===== config.mk =====
export PLATFORM = sky130hd
export DESIGN_NAME = apb_slave_mux_tmo
export DESIGN_NICKNAME = d
export VERILOG_FILES = /design/src/rtl/apb_slave_mux_tmo.sv
export SDC_FILE = /design/constraint.sdc
export NUM_CORES = 1
export LEC_CHECK = 0
export ABC_AREA = 1
export ABC_CLOCK_PERIOD_IN_PS = 1700
export BUFFER_PORTS_ARGS = -buffer_cell sky130_fd_sc_hd__buf_2
export CORE_AREA = 3 3 85 87
export CTS_CLUSTER_DIAMETER = 150
export DETAILED_ROUTE_END_ITERATION = 10
export DIE_AREA = 0 0 88 90
export PLACE_DENSITY_LB_ADDON = 0.15
export SYNTH_ARGS = -nofsm -noshare
export SYNTH_HDL_FRONTEND = slang
export SYNTH_SLANG_ARGS = --single-unit

===== constraint.sdc =====
create_clock -name reg_clk -period 1.7 [get_ports reg_clk]
set_input_delay 0.085 -clock reg_clk [delete_from_list [all_inputs] [get_ports reg_clk]]
set_output_delay 0.085 -clock reg_clk [all_outputs]
set_load 0.005 [all_outputs]

===== src/rtl/apb_slave_mux_tmo.sv =====
// APB 1:NPORT slave mux with zero-latency pass-through, unmapped-address error and
// optional access timeout (compiled in by defining APB_MUX_TMO_EN); saturating error counter.
module apb_slave_mux_tmo #(
    parameter int                NPORT      = 4,
    parameter int                DEC_LSB    = 12,
    parameter int                DEC_W      = 4,
    parameter logic [NPORT-1:0]  PORT_EN    = {NPORT{1'b1}},
    parameter int                TMO_CYCLES = 256
) (
    input  logic                  reg_clk,
    input  logic                  reg_rstn,
    input  logic                  psel,
    input  logic                  penable,
    input  logic [31:0]           paddr,
    output logic                  pready,
    output logic                  pslverr,
    output logic [31:0]           prdata,
    output logic [NPORT-1:0]      psel_s,
    input  logic [NPORT-1:0]      pready_s,
    input  logic [NPORT-1:0]      pslverr_s,
    input  logic [32*NPORT-1:0]   prdata_s,
    input  logic                  tmo_clr,
    output logic                  tmo_flag,
    output logic [DEC_W-1:0]      tmo_port,
    output logic [7:0]            err_cnt
);

    localparam int NDEC = 1 << DEC_W;
    // Enable mask widened to the full decode space so out-of-range indices read as disabled.
    localparam logic [NDEC-1:0] EN_EXT = NDEC'(PORT_EN);

    typedef enum logic [1:0] {IDLE, ACCESS, ABORT} state_t;

    state_t            state, state_nxt;
    logic [DEC_W-1:0]  idx;
    logic              dec_vld;
    logic              acc;
    logic              slv_rdy;
    logic              slv_err;
    logic [31:0]       slv_dat;
    logic              tmo_hit;
    logic              done_err;

    assign idx     = paddr[DEC_LSB +: DEC_W];
    assign dec_vld = EN_EXT[idx];
    assign acc     = psel && penable && dec_vld;

    always_comb begin
        slv_rdy = 1'b0;
        slv_err = 1'b0;
        slv_dat = '0;
        for (int i = 0; i < NPORT; i++) begin
            if (idx == DEC_W'(i)) begin
                slv_rdy = pready_s[i];
                slv_err = pslverr_s[i];
                slv_dat = prdata_s[32*i +: 32];
            end
        end
    end

`ifdef APB_MUX_TMO_EN
    localparam int WCW = (TMO_CYCLES > 2) ? $clog2(TMO_CYCLES) : 1;

    logic [WCW-1:0] wcnt;

    // Fires on the TMO_CYCLES-th access cycle; a same-cycle slave ready takes priority.
    assign tmo_hit = (state == ACCESS) && acc && !slv_rdy &&
                     (wcnt == WCW'(TMO_CYCLES - 1));

    always_ff @(posedge reg_clk or negedge reg_rstn) begin
        if (!reg_rstn) begin
            wcnt <= '0;
        end else if (!psel || pready) begin
            wcnt <= '0;
        end else if (acc && !slv_rdy && state != ABORT) begin
            wcnt <= wcnt + 1'b1;
        end
    end

    always_ff @(posedge reg_clk or negedge reg_rstn) begin
        if (!reg_rstn) begin
            tmo_flag <= 1'b0;
            tmo_port <= '0;
        end else if (tmo_hit) begin
            tmo_flag <= 1'b1;
            tmo_port <= idx;
        end else if (tmo_clr) begin
            tmo_flag <= 1'b0;
        end
    end
`else
    localparam int unused_tmo_cycles = TMO_CYCLES;

    assign tmo_hit  = 1'b0;
    assign tmo_flag = 1'b0;
    assign tmo_port = '0;
`endif

    always_ff @(posedge reg_clk or negedge reg_rstn) begin
        if (!reg_rstn) state <= IDLE;
        else           state <= state_nxt;
    end

    always_comb begin
        state_nxt = state;
        pready    = 1'b1;
        pslverr   = 1'b0;
        prdata    = '0;
        psel_s    = '0;

        case (state)
            IDLE:    if (acc && !slv_rdy) state_nxt = ACCESS;
            ACCESS: begin
                if (!acc || slv_rdy) state_nxt = IDLE;
                else if (tmo_hit)    state_nxt = ABORT;
            end
            ABORT:   if (!psel) state_nxt = IDLE;
            default: state_nxt = IDLE;
        endcase

        for (int i = 0; i < NPORT; i++) begin
            psel_s[i] = psel && dec_vld && (idx == DEC_W'(i)) && (state != ABORT);
        end

        // A master still holding psel after an abort gets no response until it lets go.
        if (psel) begin
            if (state == ABORT) begin
                pready = 1'b0;
            end else if (!dec_vld || tmo_hit) begin
                pslverr = 1'b1;
            end else begin
                pready  = slv_rdy;
                pslverr = slv_err;
                prdata  = slv_dat;
            end
        end
    end

    assign done_err = psel && penable && pready && pslverr;

    always_ff @(posedge reg_clk or negedge reg_rstn) begin
        if (!reg_rstn) begin
            err_cnt <= '0;
        end else if (tmo_clr) begin
            err_cnt <= {7'd0, done_err};
        end else if (done_err && err_cnt != 8'hFF) begin
            err_cnt <= err_cnt + 8'd1;
        end
    end

endmodule


# Word-level counts from Yosys, hierarchy flattened
# Memory sizes are Yosys's and may differ from the RTL's.
# Index checks and enable logic that the tools add are counted.
[word_totals] mem_count=1 reg_bits=10 rom_bits=16 word_cells=65 input_bits=173 output_inout_bits=51
[memory_table] memory="(no name shown)" depth=16 word_bits=1 rd=1 rd_ports_with_merged_regs=0 write_ports=0 line_no="45" rtl="assign dec_vld = EN_EXT[idx];"
[classes] n_addsub=1 n_mux=28 n_reduce_logical=22 magnitude_cmp=1 n_eq_ne=10
[ops] cell="32-bit 2-to-1 mux" n=7
[ops] cell="8-bit 2-to-1 mux" n=2
[ops] cell="1-bit logical AND" n=15
[ops] cell="1-bit 2-to-1 mux" n=15
[ops] cell="8-bit by 1-bit adder with 8-bit output, second input constant" n=1
[ops] cell="4-bit by 2-bit equality test with 1-bit output, second input constant" n=2
[ops] cell="2-bit inequality test, second input constant" n=4
[ops] cell="8-bit inequality test, second input constant" n=1
[ops] cell="2-bit 2-to-1 mux" n=3
[ops] cell="2-bit case mux with 3 select lines" n=1
[ops] cell="4-bit by 5-bit < comparator with 1-bit output, second input constant" n=1
[ops] cell="4-bit by 1-bit equality test with 1-bit output, second input constant" n=1
[ops] cell="4-bit logical NOT" n=1
[ops] cell="3-bit AND reduction" n=1
[ops] cell="2-bit by 1-bit equality test with 1-bit output, second input constant" n=1
[ops] cell="2-bit equality test, second input constant" n=1
[ops] cell="1-bit logical NOT" n=2
[ops] cell="2-bit logical NOT" n=1
[ops] cell="2-bit nonzero test" n=1
[ops] cell="1-bit logical OR" n=1

# Depth between registers and ports, before layout
# Gate-level depths: netlist of the first run.
[depth] depth_word=13 mapped_depth=11 depth_no_buf=11

# Least setup slack after synthesis of the first run
# OpenSTA, ideal clock, no wires.
[synth_path] path_kind="reg2reg" start="register err_cnt[0]" end="register err_cnt[3]" path_buffers=0 t_required_ps=1582 synth_period_minus_slack_ps=1414 setup_ps=118 path_stages_with_launch=9 arrival_time_ps=1296 setup_slack_ps=286 cell_sequence="dfrtp_1 -> ha_1 -> nand3_1 -> nor2_1 -> nand4_1 -> nand3_4 -> nand2_4 -> nand2_1 -> nand2_1"
[synth_via] elab_chain_cells=3 word_cells_on_any_way=6 classes_between="1 x add/sub; 1 x eq/ne; 2 x mux; 2 x reduce/logical"
[synth_lines] item="start, declared" line_no="25" rtl="output logic [7:0] err_cnt"
[synth_lines] item="start signal, assigned" line_no="145" rtl="err_cnt <= {7'd0, done_err};"
[synth_lines] item="start signal, assigned" line_no="147" rtl="err_cnt <= err_cnt + 8'd1;"
[synth_lines] item="8-bit by 1-bit adder with 8-bit output / 8-bit inequality test (equally long branches)" line_no="147, 146"
[synth_lines] item="8-bit 2-to-1 mux / 1-bit logical AND (equally long branches)" line_no="146" rtl="end else if (done_err && err_cnt != 8'hFF) begin"
[synth_lines] item="8-bit 2-to-1 mux / 2-bit nonzero test (equally long branches)"
# Parallel ways exist; a longest one is shown, timed or not. The select of a mux whose other input is x is not followed.
# A chain may end at the register's enable or synchronous reset.

# Worst setup path in the final report of the first run
[layout_path] start="input paddr[13]" end="output prdata[16]"
[layout_via] elab_chain_cells=8 word_cells_on_any_way=13 classes_between="3 x eq/ne; 8 x mux; 1 x reduce/logical; 1 x memory"
[layout_lines] item="start, declared" line_no="14" rtl="input logic [31:0] paddr,"
[layout_lines] item="4-bit logical NOT" line_no="53" rtl="if (idx == DEC_W'(i)) begin"
[layout_lines] item="32-bit 2-to-1 mux (4 in series)" line_no="53"
[layout_lines] item="32-bit 2-to-1 mux (*)" line_no="129" rtl="end else if (!dec_vld || tmo_hit) begin"
[layout_lines] item="32-bit 2-to-1 mux (*)" line_no="127" rtl="if (state == ABORT) begin"
[layout_lines] item="32-bit 2-to-1 mux (*)" line_no="126" rtl="if (psel) begin"
[layout_lines] item="end, declared" line_no="17" rtl="output logic [31:0] prdata,"
# Every way passes the cells marked *; elsewhere a longest branch is shown, timed or not. The select of a mux whose other input is x is not followed.

==> reports/metrics.yaml, run 1 <==
fmax_ghz: 0.6716
antenna_left: 0
yosysWarnings: 0
antenna_found_initial: 3
hold_class: "input pin to asynchronous set/reset pin"
worst_pin_slew_ps: 566.1
critPathMostFrequentCell: "buf_2"
clk_latency_ps: 230
maxCapViolations: 0
status: "finished, final reports clean"
setup_viol: 0
power_uw: 904.6
cts_resized: 0
final_common_cell: "buf_2"
synth_cell_types: 27
grtUsageTotal_pct: 20.31
yosysSeqAreaShare_pct: 12.25
cts-root-buf: "clkbuf_8"
critPathLaunch: "paddr[13]"
placedCellCount: 519
vias: 2821
dp_hpwl_mm: 6.736
synth-async-reset-ratio_pct: 100.0
dr.first_iter.drc_count: 140
setup_tns_ps: 0
critPathBufInv: 3
clockBufferDepth: 2
wire_per_inst_um: 16.56
crit_family: "buffers and inverters"
crit_path_end_kind: "primary output"
critPathCapture: "prdata[16]"
ys.flop_type: "dfrtp_1"
rsz0062_at_grt: "false"
ys_ff_latch: 8
crit_slowest_cell: "inv_2"
largest_register_ffs: 8
io_buffers: 190
initial_utilization_pct: 25.44
hold_ws_ps: 236.2
grt_pass1_vias: 2481
drc: 0
min_period_ps: 1489
startpoint_type: "input pin"
firstDrtPassIters: 5
die_x_um: 88
critPathArrivalTime_ps: 1400
clkTransAtPathRegs_ps: 40
cts_made_buffers: 3
final_cell_mix: "buf_2, nand3_1, o221ai_1, a31oi_1, nand2_1"
rows: 29
fin_cells: 525
largest_register: "err_cnt"
slew_headroom_pct: 62.21
drive_above_1_share_pct: 48.88
ir_drop_uv: 401.6
worstPathRequired_ps: 1620
dieArea_mm2: 0.007920
n_fill_cell: 737
top_regs: "err_cnt: 8 flops"
crit_fanout: 32
grt_max_degree: 45
r2r_slack_ps: 220
cp.depth: 7
syn2layout_area_growth_pct: 67.99
drt-total-wl_mm: 8.693
grt_first_pass_wirelength_mm: 12.98
cts_max_level: 1
coreArea_mm2: 0.006422
period_share_pct: 87.59
cts_tree: "done"
synth-edff-count: 0
powerDensity_mw_per_mm2: 329.5
die_y_um: 90
rr_startpoint: "err_cnt[1]"
timing.rr.end: "err_cnt[7]"
n_antenna_cell: 0
synth.cell_area_mm2: 0.001634
synth_cells: 267
avgSynthCellArea_um2: 6.120
final-hold-violation-count: 0
rr_worst_depth: 8
worst-setup-path-type: "input pin to primary output"
grt-ovfl-total: 0
numClockSinks: 8
crit_path_max_incr_delay_ps: 420
p_leak_nw: 1.349
globalplace.congestion: 0.8106
slew_viol_final: 0
nets: 624
path_cells: "buf_2, nand2_1, nor2_1, inv_2, o221ai_1, a31oi_1, buf_2"
pin_count: 224
vias_per_cell: 5.373
clock-skew-final_ps: 0.9819
-- worst min path at each step --
stage          slack [ps]          to  cells after the start  startpoint
2_1_floorplan        -210  err_cnt[0]                      0    reg_rstn
3_3_place_gp          -60  err_cnt[6]                      1    reg_rstn
3_5_place_dp          -50  err_cnt[4]                      1    reg_rstn
4_1_cts               230  err_cnt[4]                      2    reg_rstn
5_1_grt               250  err_cnt[1]                      2    reg_rstn
6_report              240  err_cnt[6]                      2    reg_rstn
-- worst reg2reg max path, cell delays in order (launching register included) --
cell and delay (ps):
dfrtp_1 380, ha_1 200, nand3_1 100, nor2_1 150
nand4_1 150, nand3_4 150, nand2_4 100, nand2_1 70
nand2_1 50
-- stage by stage --
step	utilization, %	worst slack [ps]	area, µm²
2_1_floorplan	-	286.4	1649
3_3_place_gp	41.71	203.9	2679
3_5_place_dp	41.71	182.9	2679
4_1_cts	42.51	167.0	2730
5_1_grt	42.74	30.54	2745
6_report	42.74	210.9	2745
-- per-layer routing --
| layer | GRT usage [%] | part of all wire (%) | vias up |
|---|---|---|---|
| met5 | 0 | 0.47 | - |
| met4 | 2.430 | 0.83 | 6 |
| met3 | 6.033 | 11 | 14 |
| met2 | 33.61 | 48 | 163 |
| met1 | 26.54 | 40 | 1267 |
| li1 | - | - | 1371 |
-- report_power, final --
| part | internal [mW] | switching, mW |
|---|---|---|
| combinational | 0.220 | 0.237 |
| clock | 0.154 | 0.0787 |
| sequential | 0.203 | 0.0121 |
| total | 0.577 | 0.327 |
-- layout make-up --
type	count	area, µm²	share of cell area (%)
Timing Repair Buffer	206	1099	40.02
Clock buffer	3	41.29	1.504
Sequential cell	8	200.2	7.293
Inverter	14	52.55	1.914
Multi-Input combinational cell	217	1256	45.76
Tap cell	77	96.34	3.510
-- Yosys cell counts (3+ instances only) --
cell type | count | area (µm²)
a31oi_1 | 31 | 193.9
dfrtp_1 | 8 | 200.2
buf_4 | 5 | 37.54
inv_1 | 11 | 41.29
buf_2 | 3 | 15.01
o221ai_1 | 31 | 271.5
clkbuf_1 | 20 | 75.07
nor2_1 | 16 | 60.06
buf_1 | 4 | 15.01
nand3_1 | 84 | 420.4
xnor2_1 | 3 | 26.28
nand2_1 | 30 | 112.6
nor2_4 | 3 | 33.78
-- cell families after synthesis --
| family | after synthesis | share of synthesized area [%] |
|---|---|---|
| other | 1 | 0.2295 |
| buffers and inverters | 46 | 11.94 |
| AOI/OAI and AO/OA | 63 | 29.02 |
| xor gates and xnor gates | 4 | 2.144 |
| adders and majority gates | 1 | 0.7656 |
| and+or+nand+nor | 144 | 43.64 |
| DFF | 8 | 12.25 |
-- what timing repair did --
| item | CTS | global route |
|---|---|---|
| hold endpoints to repair | 8 | 0 |
| hold buffers | 1 | 0 |
| setup buffers | 0 | 2 |
| endpoints found under the setup margin | 0 | 1 |
No activity file was read; power rests on OpenSTA's default activity.
==> inputs of run 2 (changes only) <==
--- a/config.mk
+++ b/config.mk
@@ -5,13 +5,12 @@
 export SDC_FILE = /design/constraint.sdc
 export NUM_CORES = 1
 export LEC_CHECK = 0
-export ABC_AREA = 1
 export ABC_CLOCK_PERIOD_IN_PS = 1700
 export BUFFER_PORTS_ARGS = -buffer_cell sky130_fd_sc_hd__buf_2
-export CORE_AREA = 3 3 85 87
+export CORE_AREA = 3 3 86 88
 export CTS_CLUSTER_DIAMETER = 150
 export DETAILED_ROUTE_END_ITERATION = 10
-export DIE_AREA = 0 0 88 90
+export DIE_AREA = 0 0 89 91
 export PLACE_DENSITY_LB_ADDON = 0.15
 export SYNTH_ARGS = -nofsm -noshare
 export SYNTH_HDL_FRONTEND = slang
==> run 2 against run 1 <==
Hold slack worse by 90 ps. Design area is 2.2% higher. Maximum frequency is 12% lower. Critical path type is now flop to flop. Largest cell class unchanged.
==> reports/metrics.yaml, run 2 <==
status: "finished, final reports clean"
r2r_slack_ps: 10  # -210 ps
ys.flop_type: "dfrtp_1"
wire_per_inst_um: 15.33  # -7.4%
holdPathStages: 2
setup_tns_ps: 0  # unchanged
fmax_ghz: 0.5916  # -12%
rows: 30  # +3.4%
firstDrtPassIters: 4  # -1
yosysTopAreaCellShare_pct: 20.02  # -5.7 points
synth_xor_area_share_pct: 0  # -2.1 points
hold_ws_ps: 146.4  # -89.89 ps
cts_max_level: 1  # unchanged
final_common_cell: "buf_2"
synthMuxAreaShare_pct: 25.59  # +26 points
cts_made_buffers: 3  # unchanged
rsz0062_at_grt: "true"
synth.cell_area_mm2: 0.001550  # -5.1%
avgSynthCellArea_um2: 7.312  # +19%
ir_drop_uv: 167.4  # -58%
rr_worst_depth: 7  # -1
final-hold-violation-count: 0  # unchanged
synth-async-reset-ratio_pct: 100.0  # unchanged
syn2layout_area_growth_pct: 81.03
synth_cells: 212  # -21%
synth_top_family_by_area: "simple AND/OR/NAND/NOR gates"
clockBufferDepth: 2  # unchanged
placedCellCount: 487  # -6.2%
globalplace.congestion: 0.8951  # +10%
dieArea_mm2: 0.008099  # +2.3%
synth-edff-count: 0  # unchanged
dp_hpwl_mm: 6.136  # -8.9%
powerDensity_mw_per_mm2: 327.7  # -0.55%
hold_start: "tmo_clr"
vias: 2444  # -13%
synthTopCellsByCount: "nor2_1, a221oi_1, mux2i_1"
worstPathRequired_ps: 1860  # +240 ps
clock-skew-final_ps: 2.530  # +1.548 ps
rr_startpoint: "err_cnt[0]"
clkTransAtPathRegs_ps: 40  # about the same
io_buffers: 190  # unchanged
yosysWarnings: 0  # unchanged
drc: 0  # unchanged
die_x_um: 89  # +1.1%
final_cell_mix: "buf_2, nor2_1, mux2i_1, a221oi_1, buf_4"
largest_register_ffs: 8  # unchanged
top_regs: "err_cnt: 8 flops"
place_area_mm2: 0.002719  # +1.5%
largest_register: "err_cnt"
synthMostInstantiatedCell: "nor2_1"
cts-root-buf: "clkbuf_8"
crit_fanout: 6  # -81%
p_leak_nw: 1.578  # +17%
drt-total-wl_mm: 7.558  # -13%
fin_cells: 493  # -6.1%
synth_compound_area_share_pct: 24.86  # -4.2 points
startpoint_type: "flop"
setup_viol: 0  # unchanged
slew_viol_final: 0  # unchanged
antenna_left: 0  # unchanged
antenna_found_initial: 0  # -3
synth_cell_types: 33  # +22%
postLayoutCellArea_mm2: 0.002806  # +2.2%
grt_max_degree: 34  # -24%
crit_path_end_kind: "flop"
coreArea_mm2: 0.006719  # +4.6%
drive_above_1_share_pct: 56.17  # +7.3 points
n_antenna_cell: 0  # unchanged
worst-setup-path-type: "flop to flop"
nets: 589  # -5.6%
initial_utilization_pct: 23.07  # -2.4 points
synth_fa_ha_area_share_pct: 0.8071  # +0.041 points
vias_per_cell: 4.957  # -7.7%
clk_latency_ps: 230  # about the same
fin_util_pct: 41.77  # -0.97 points
ys_ff_latch: 8  # unchanged
yosysSeqAreaShare_pct: 12.91  # +0.66 points
timing.rr.end: "err_cnt[7]"
grtUsageTotal_pct: 17.56  # -2.7 points
min_period_ps: 1690  # +201.3 ps
yosysTopAreaCell: "mux2i_1"
grt_first_pass_wirelength_mm: 11.36  # -12%
grt-ovfl-total: 0  # unchanged
numClockSinks: 8  # unchanged
critPathArrivalTime_ps: 1850  # +450 ps
cts_tree: "done"
dr.first_iter.drc_count: 40  # -71%
die_y_um: 91  # +1.1%
ys_top_cells_by_area: "mux2i_1, a221oi_1, nor2_1, dfrtp_1, mux4_1"
grt_pass1_vias: 2409  # -2.9%
period_share_pct: 99.43  # +12 points
maxCapViolations: 0  # unchanged
synthSimpleGateAreaFrac_pct: 27.28  # -16 points
hold_class: "input pin to flop"
whs_endpoint: "err_cnt[7]"
pin_count: 224  # unchanged
==> run 2: cell types whose count changed in the layout (fill, tap and decap cells not counted), moves of 31 or more <==
cell,before,now
o221ai_1,31,0
a221oi_1,0,31
nand3_1,84,3
nor2_1,15,65
mux2i_1,0,31
a31oi_1,31,0
==> run 2: power by group <==
group          total, mW  internal (mW)  switching, mW
logic              0.493          0.276          0.217
clock network      0.229          0.153         0.0755
registers          0.197          0.195        0.00226
total              0.920          0.625          0.295
==> run 2: per-stage QoR <==
stage | setup WS [ps] | total power [mW]
floorplan | 38.75 | 0.4336
global placement | -71.87 | 0.6889
detailed placement | -93.95 | 0.6936
CTS | 4.307 | 0.9295
global route | -30.49 | 0.9901
finish | 9.655 | 0.9198
==> run 2: worst max-delay path: stages (launching register included) <==
cell and delay (ps):
dfrtp_1 370, ha_2 190, and3_4 180, nand3_2 80, nand4_1 100, buf_6 150
or4_4 420, a21oi_2 140
==> run 2: how the worst max path moves through the flow <==
stage,start,endpoint,slack [ps],cells past startpoint
after global placement,paddr[12],err_cnt[2],-70,6
final,err_cnt[0],err_cnt[7],10,7
after CTS,err_cnt[0],err_cnt[7],4,7
after floorplan,err_cnt[0],err_cnt[7],40,6
after global routing,err_cnt[1],err_cnt[7],-30,7
after detailed placement,paddr[12],err_cnt[2],-90,6
==> run 2: final cells by class <==
| class | instances | area, µm² |
|---|---|---|
| flip-flops and latches | 8 | 200.2 |
| fillers | 734 | 3913 |
| multi-input cells | 183 | 1265 |
| repair buffers | 219 | 1200 |
| clock buffers | 3 | 41.29 |
| well taps | 80 | 100.1 |
==> run 2: what timing repair did <==
item / CTS / global route
endpoints found under the setup margin: 2 / 2
setup buffers: 1 / 1
pin swaps: 3 / 2
gates resized for setup: 1 / 4
hold endpoints to repair: 8 / 0
hold buffers: 1 / 0
==> run 2: cell families (layout without fill, tap and decap cells) <==
logic type      Yosys count  count (layout)
simple gates             94              94
compound gates           48              48
mux                      35              35
buf+inv                  25             222
flops                     8               8
fa+ha+maj                 1               1
other cells               1               5
==> run 2: metal layers <==
layer  vias up  part of all wire, %  track usage [%]
met4         0                 0.28            1.613
met5         -                    0                0
met1      1123                   40            21.22
li1       1199                    -                -
met3         4                  7.9            3.630
met2       118                   52            32.43
